**src/rtl/bank_burst_ctrl.sv**
```systemverilog
// Burst sequencer: expands one read/write column command into BL single-beat
// bank accesses whose columns wrap inside the BL-aligned block.
module bank_burst_ctrl #(
    parameter int DEVICE_WIDTH = 4,
    parameter int COLS         = 1024,
    parameter int BL           = 8,
    parameter int CHWIDTH      = 5
) (
    input  logic                      clk,
    input  logic                      rst,
    input  logic                      cmd_valid,
    output logic                      cmd_ready,
    input  logic                      cmd_wr,
    input  logic [CHWIDTH-1:0]        cmd_row,
    input  logic [$clog2(COLS)-1:0]   cmd_col,
    input  logic [DEVICE_WIDTH-1:0]   wdata,
    input  logic                      wdata_valid,
    output logic                      wdata_ready,
    output logic [DEVICE_WIDTH-1:0]   rdata,
    output logic                      rdata_valid,
    output logic                      done,
    output logic [CHWIDTH-1:0]        bank_row,
    output logic [$clog2(COLS)-1:0]   bank_column,
    output logic                      bank_rd_o_wr,
    output logic [DEVICE_WIDTH-1:0]   bank_dqin,
    input  logic [DEVICE_WIDTH-1:0]   bank_dqout
);

    localparam int CW  = $clog2(COLS);
    localparam int LBL = $clog2(BL);
    localparam logic [CW-1:0]  OFF_MASK = CW'(BL - 1);
    localparam logic [LBL-1:0] LAST_IDX = LBL'(BL - 1);

    typedef enum logic [1:0] {IDLE, RD, WR} state_t;

    state_t                  r_state;
    state_t                  w_state_nxt;

    logic [CHWIDTH-1:0]      r_row;
    logic [CW-1:0]           r_base;
    logic [CW-1:0]           r_bank_col;
    logic [LBL-1:0]          r_off;
    logic [LBL-1:0]          r_cnt;
    logic [DEVICE_WIDTH-1:0] r_bank_dq;
    logic                    r_bank_we;
    logic                    r_rd_beat;
    logic                    r_rd_last;
    logic                    r_rvalid;
    logic                    r_done;

    logic                    w_cmd_ready;
    logic                    w_accept;
    logic                    w_issue;
    logic                    w_issue_wr;
    logic                    w_last;
    logic [LBL-1:0]          w_beat_idx;
    logic [CW-1:0]           w_beat_col;

    // LBL-bit sum wraps mod BL, keeping the beat inside its aligned block
    assign w_beat_idx = r_off + r_cnt;
    assign w_beat_col = r_base | CW'(w_beat_idx);

    always_comb begin
        w_state_nxt = r_state;
        w_accept    = 1'b0;
        w_issue     = 1'b0;
        w_issue_wr  = 1'b0;
        w_cmd_ready = (r_state == IDLE) && !rst;
        w_last      = (r_cnt == LAST_IDX);
        case (r_state)
            IDLE: begin
                if (cmd_valid && w_cmd_ready) begin
                    w_accept    = 1'b1;
                    w_state_nxt = cmd_wr ? WR : RD;
                end
            end
            RD: begin
                w_issue = 1'b1;
                if (w_last) w_state_nxt = IDLE;
            end
            WR: begin
                if (wdata_valid) begin
                    w_issue    = 1'b1;
                    w_issue_wr = 1'b1;
                    if (w_last) w_state_nxt = IDLE;
                end
            end
            default: w_state_nxt = IDLE;
        endcase
    end

    always_ff @(posedge clk) begin
        if (rst) r_state <= IDLE;
        else     r_state <= w_state_nxt;
    end

    // Read beat 0 goes out on the accept edge so reads run BL cycles with no bubble
    always_ff @(posedge clk) begin
        if (rst) begin
            r_row      <= '0;
            r_base     <= '0;
            r_off      <= '0;
            r_cnt      <= '0;
            r_bank_col <= '0;
            r_bank_dq  <= '0;
            r_bank_we  <= 1'b0;
            r_rd_beat  <= 1'b0;
            r_rd_last  <= 1'b0;
            r_rvalid   <= 1'b0;
            r_done     <= 1'b0;
        end else begin
            r_bank_we <= w_issue_wr;
            r_rd_beat <= (w_accept && !cmd_wr) || (w_issue && !w_issue_wr);
            r_rd_last <= w_issue && !w_issue_wr && w_last;
            r_rvalid  <= r_rd_beat;
            r_done    <= r_rd_last || (w_issue_wr && w_last);
            if (w_accept) begin
                r_row      <= cmd_row;
                r_base     <= cmd_col & ~OFF_MASK;
                r_off      <= cmd_col[LBL-1:0];
                r_cnt      <= cmd_wr ? '0 : LBL'(1);
                r_bank_col <= cmd_col;
            end else if (w_issue) begin
                r_bank_col <= w_beat_col;
                r_cnt      <= r_cnt + LBL'(1);
                if (w_issue_wr) r_bank_dq <= wdata;
            end
        end
    end

    assign cmd_ready    = w_cmd_ready;
    assign wdata_ready  = (r_state == WR);
    assign rdata        = bank_dqout;
    assign rdata_valid  = r_rvalid;
    assign done         = r_done;
    assign bank_row     = r_row;
    assign bank_column  = r_bank_col;
    assign bank_rd_o_wr = r_bank_we;
    assign bank_dqin    = r_bank_dq;

endmodule

```
**config.mk**
```make
export PLATFORM = sky130hd
export DESIGN_NAME = bank_burst_ctrl
export DESIGN_NICKNAME = d
export VERILOG_FILES = /design/src/rtl/bank_burst_ctrl.sv
export SDC_FILE = /design/constraint.sdc
export NUM_CORES = 1
export LEC_CHECK = 0
export CORE_MARGIN = 10
export CORE_UTILIZATION = 40
export CTS_CLUSTER_DIAMETER = 60
export DETAILED_ROUTE_END_ITERATION = 10
export PLACE_DENSITY = 0.71
export SYNTH_ARGS = -nofsm -noshare
export SYNTH_HDL_FRONTEND = slang
export SYNTH_SLANG_ARGS = --single-unit
```
**constraint.sdc**
```tcl
create_clock -name clk -period 2.1 [get_ports clk]
set_input_delay 0.21 -clock clk [delete_from_list [all_inputs] [get_ports clk]]
set_output_delay 0.21 -clock clk [all_outputs]
set_load 0.01 [all_outputs]
```
Yosys cells after proc, flatten, opt, wreduce, memory -nomap -nowiden. Index checks and enable logic that the tools add are counted.

Add/subtract/negate cells: 2. Equality and inequality tests: 5. Multiplexer cells: 15. Bitwise gates (word level): 2. Reductions and logical operators: 15.

Operators with widths (count): 2-to-1 mux 10 bit (2); bitwise OR 10 x 3 -> 10 bit (1); 2-to-1 mux 2 bit (4); logical AND 1 bit (6); 2-to-1 mux 3 bit (2); one-hot mux 2 bit (3 select lines) (1); 2-to-1 mux 1 bit (5); adder 3 x 1 -> 3 bit (second input constant) (1); adder 3 bit (1); == test 3 bit (second input constant) (1); logical NOT 1 bit (3); AND reduction 3 bit (1); == test 2 x 1 -> 1 bit (second input constant) (1); == test 2 bit (second input constant) (1); logical NOT 2 bit (1); logical OR 1 bit (2); != test 2 x 1 -> 1 bit (second input constant) (1); != test 2 bit (second input constant) (1); one-hot mux 1 bit (2 select lines) (1); AND reduction 2 bit (1); nonzero test 2 bit (1); NOT 1 bit (1).

Register bits: 39. Output and inout bits: 28. Word-level logic and storage cells: 51.

Longest topological paths before layout.
Word-level depth: 7. Mapped depth: 7. Gate-level depth less buffers: 6.

Worst setup path before layout. OpenSTA, ideal clock, no wires.

Path kind: reg-to-reg. From: reg r_state[0]. To: reg r_cnt[0]. Setup time: 0.088 ns. Data arrival time: 1.401 ns. Required time: 2.012 ns. Path slack: 0.611 ns. Cell stages (with the launch flop): 7. Cells stage by stage: dfxtp_1 inv_1 ha_1 buf_2 inv_2 or3_1 a311oi_2.

Cells in the longest elaborated chain, start to end: 6. Elaborated cells on any way between the ends: 10. Classes of those cells: eq/ne (2); mux (4); reduce/logical (4).

Ends and longest elaborated chain: start: declaration (line 36) `state_t r_state;`; start signal: assignment (line 94) `else r_state <= w_state_nxt;`; logical NOT 2 bit (line 68, 70); logical AND 1 bit (line 68) `w_cmd_ready = (r_state == IDLE) && !rst;`; logical AND 1 bit (line 72) `if (cmd_valid && w_cmd_ready) begin`; 2-to-1 mux 1 bit (line 72); 2-to-1 mux 1 bit (line 70) `case (r_state)`; 2-to-1 mux 3 bit / nonzero test 2 bit (equally long branches); end signal: assignment (line 121) `r_cnt <= cmd_wr ? '0 : LBL'(1);`; end signal: assignment (line 125) `r_cnt <= r_cnt + LBL'(1);`; end: declaration (line 43) `logic [LBL-1:0] r_cnt;`.

Several ways; a longest one is shown, not always the timed one. A chain may end at the register's enable or synchronous reset.

Final worst setup path. Same ends and word-level chain as after synthesis.

==> results.py <==
metrics = {
    "status": {
        "status": "finished, final reports clean",
    },
    "cts": {
        "ctsResizeCount": 0,
        "holdBufCountCts": 0,
        "insertion_delay_ns": 0.29,
        "cts.htree.levels": 2,
        "cts_tree": "done",
        "clock_sinks": 39,
        "postCtsSetupRepairBufs": 0,
        "cts_root_buffer": "clkbuf_8",
        "clkTransAtPathRegs_ns": 0.07,
        "cts_buffers": 5,
        "cts_buffer_depth": 2,
    },
    "sta": {
        "worst_clock_skew_ns": 0.008602,
        "rsz0062_at_grt": "no",
        "setup_tns_ns": 0,
        "final-hold-violation-count": 0,
        "fmax_mhz": 535.8,
        "max_slew_margin_pct": 47.65,
        "setup_viol": 0,
        "worst_slew_pin_slew_ns": 0.7853,
        "final.min_clock_period_ns": 1.867,
        "finalCritPeriodShare_pct": 88.88,
        "drv_slew": 0,
        "fin_hold_ws_ns": 0.4200,
    },
    "finish": {
        "n_antenna_cell": 0,
        "fin_area_um2": 2362,
        "layout-drive-gt1-share_pct": 8.065,
        "syn_to_final_growth_pct": 32.96,
        "layout_common_cells": "clkdlybuf4s50_1, dfxtp_1, nand2_1, nand3_1, a21oi_1",
        "final_nets": 282,
        "mostFrequentLayoutCell": "clkdlybuf4s50_1",
    },
    "logic_synthesis": {
        "netlist_instances": 207,
        "syn_area_um2": 1777,
        "avgSynthCellArea_um2": 8.583,
        "yosys_warnings": 0,
        "ys_seq_area_share_pct": 43.94,
        "ys_ff_latch": 39,
        "yosysTopAreaCell": "dfxtp_1",
        "netlist-cell-type-count": 32,
        "synthTopCellsByArea": "dfxtp_1, nand2_1, nand3_1",
        "syn_nets": 242,
        "synth.top_cell.area_share_pct": 43.94,
    },
    "drt": {
        "met2_length_mm": 2.285,
        "postRouteAntennaNets": 0,
        "vias": 1574,
        "wl_met1_mm": 1.912,
        "drc": 0,
        "firstDrtPassIters": 4,
        "dr_wl_met3_um": 344,
        "drt_wl_total_mm": 4.592,
        "vias_per_cell": 5.247,
        "detail_route.iter0.violations": 126,
        "highest_layer": "met4",
        "wire_per_inst_um": 15.31,
    },
    "place": {
        "dp_hpwl_mm": 3.195,
        "gp_congestion": 0.8483,
        "port_buffers": 47,
        "placed_cell_area_um2": 2230,
    },
    "power_and_ir_drop": {
        "power_w": 0.001917,
        "p_leak_nw": 0.8763,
        "power.density_nw_per_um2": 811.4,
        "ir_drop_v": 0.0004431,
    },
    "worst_setup_path": {
        "crit_fanout": 14,
        "critPathTopFamily": "adder cells",
        "worstSetupStartpointType": "flop",
        "reg2reg_from": "r_state[0]",
        "crit_slowest_cell": "ha_1",
        "worstSetupEndpointType": "flop",
        "startpoint": "r_state[0]",
        "critPathBufInv": 2,
        "critPathKind": "reg2reg",
        "worstPathRequired_ns": 2.31,
        "slowest_delay_ns": 0.51,
        "path_cells": "inv_1, ha_1, inv_2, or3_1, a311oi_2",
        "critPathArrivalTime_ns": 2.07,
    },
    "global_route": {
        "antenna_found_initial": 0,
        "overflow": 0,
        "grt_pass1_wl_mm": 7.831,
        "grt_pass1_vias": 1612,
        "grt_max_degree": 40,
        "grtUsageTotal_pct": 12.54,
    },
    "die": {
        "die_w_um": 86.65,
        "start_util_pct": 41.09,
        "rows": 24,
        "ios": 56,
        "die_area_um2": 7507,
        "placeableCoreArea_um2": 4324,
        "fp.dieH_um": 86.65,
    },
    "hold_path": {
        "hold_start": "bank_dqout[1]",
        "hp-class": "in2out",
    },
    "flow_run": {
        "drv_cap": 0,
    },
}
[power breakdown]
part,switching (W),internal [W]
sequential,0.0000255,0.000787
clock,0.000258,0.000475
combinational,0.000200,0.000171
[path summary, 6_finish.rpt]
path,to,slack [ns],depth (start not counted)
hold reg to reg,done,0.46,2
setup / recovery,r_cnt[0],0.23,5
setup reg to reg,r_cnt[0],0.23,5
hold / removal,rdata[1],0.42,0
[final cells by class]
| type | instances | area [um2] |
|---|---|---|
| clock buffer | 6 | 72.57 |
| clock inverter | 2 | 60.06 |
| fill | 397 | 1962 |
| inverter | 7 | 26.28 |
| multi-input combinational | 143 | 844.6 |
| sequential | 39 | 780.7 |
| tap | 52 | 65.06 |
| timing repair buffer | 51 | 513.0 |
[cells by family after synthesis]
family	synth area share, %
buffers and inverters	8.521
AO/OA/AOI/OAI	19.16
AND/OR/NAND/NOR	22.04
adder cells (fa/ha/maj)	5.352
XOR/XNOR	0.9861
flip-flops	43.94
[flip-flops by register name, indices dropped and copies added (netlist names)]
signal / cells
bank_dqin: 4
done: 1
rdata_valid: 1
bank_rd_o_wr: 1
r_state: 2
bank_column: 10
r_rd_beat: 1
r_cnt: 3
r_off: 3
r_rd_last: 1
bank_row: 5
r_base: 7
[metal layers]
layer	up-vias	track usage [%]
met1	728	14.91
met3	4	4.409
met4	0	3.829
li1	797	-
met5	-	0
met2	45	20.60
[cell usage after synthesis]
master / number
dfxtp_1: 39
nand2_1: 33
nand3_1: 23
a21oi_1: 18
o21ai_1: 13
nor2_1: 12
buf_2: 7
buf_4: 7
ha_1: 6
a311oi_2: 5
inv_1: 5
nor2b_1: 5
a311oi_1: 4
and3_1: 4
buf_6: 3
and3b_1: 2
inv_2: 2
o2111ai_1: 2
o21ai_0: 2
o31ai_1: 2
xnor2_1: 2
a21o_2: 1
a21oi_2: 1
a31oi_1: 1
clkbuf_1: 1
fa_1: 1
nand2b_1: 1
nand3b_1: 1
nand4_1: 1
o311ai_1: 1
or2b_1: 1
or3_1: 1
[metrics by stage]
stage / utilization, % / worst slack, ns / std cells
floorplan: - / 0.6105 / 207
global placement: 51.56 / 0.2783 / 292
detailed placement: 51.56 / 0.2440 / 292
CTS: 54.63 / 0.2215 / 300
global route: 54.63 / 0.09729 / 300
finish: 54.63 / 0.2335 / 300
No activity file was read; power rests on OpenSTA's default activity.
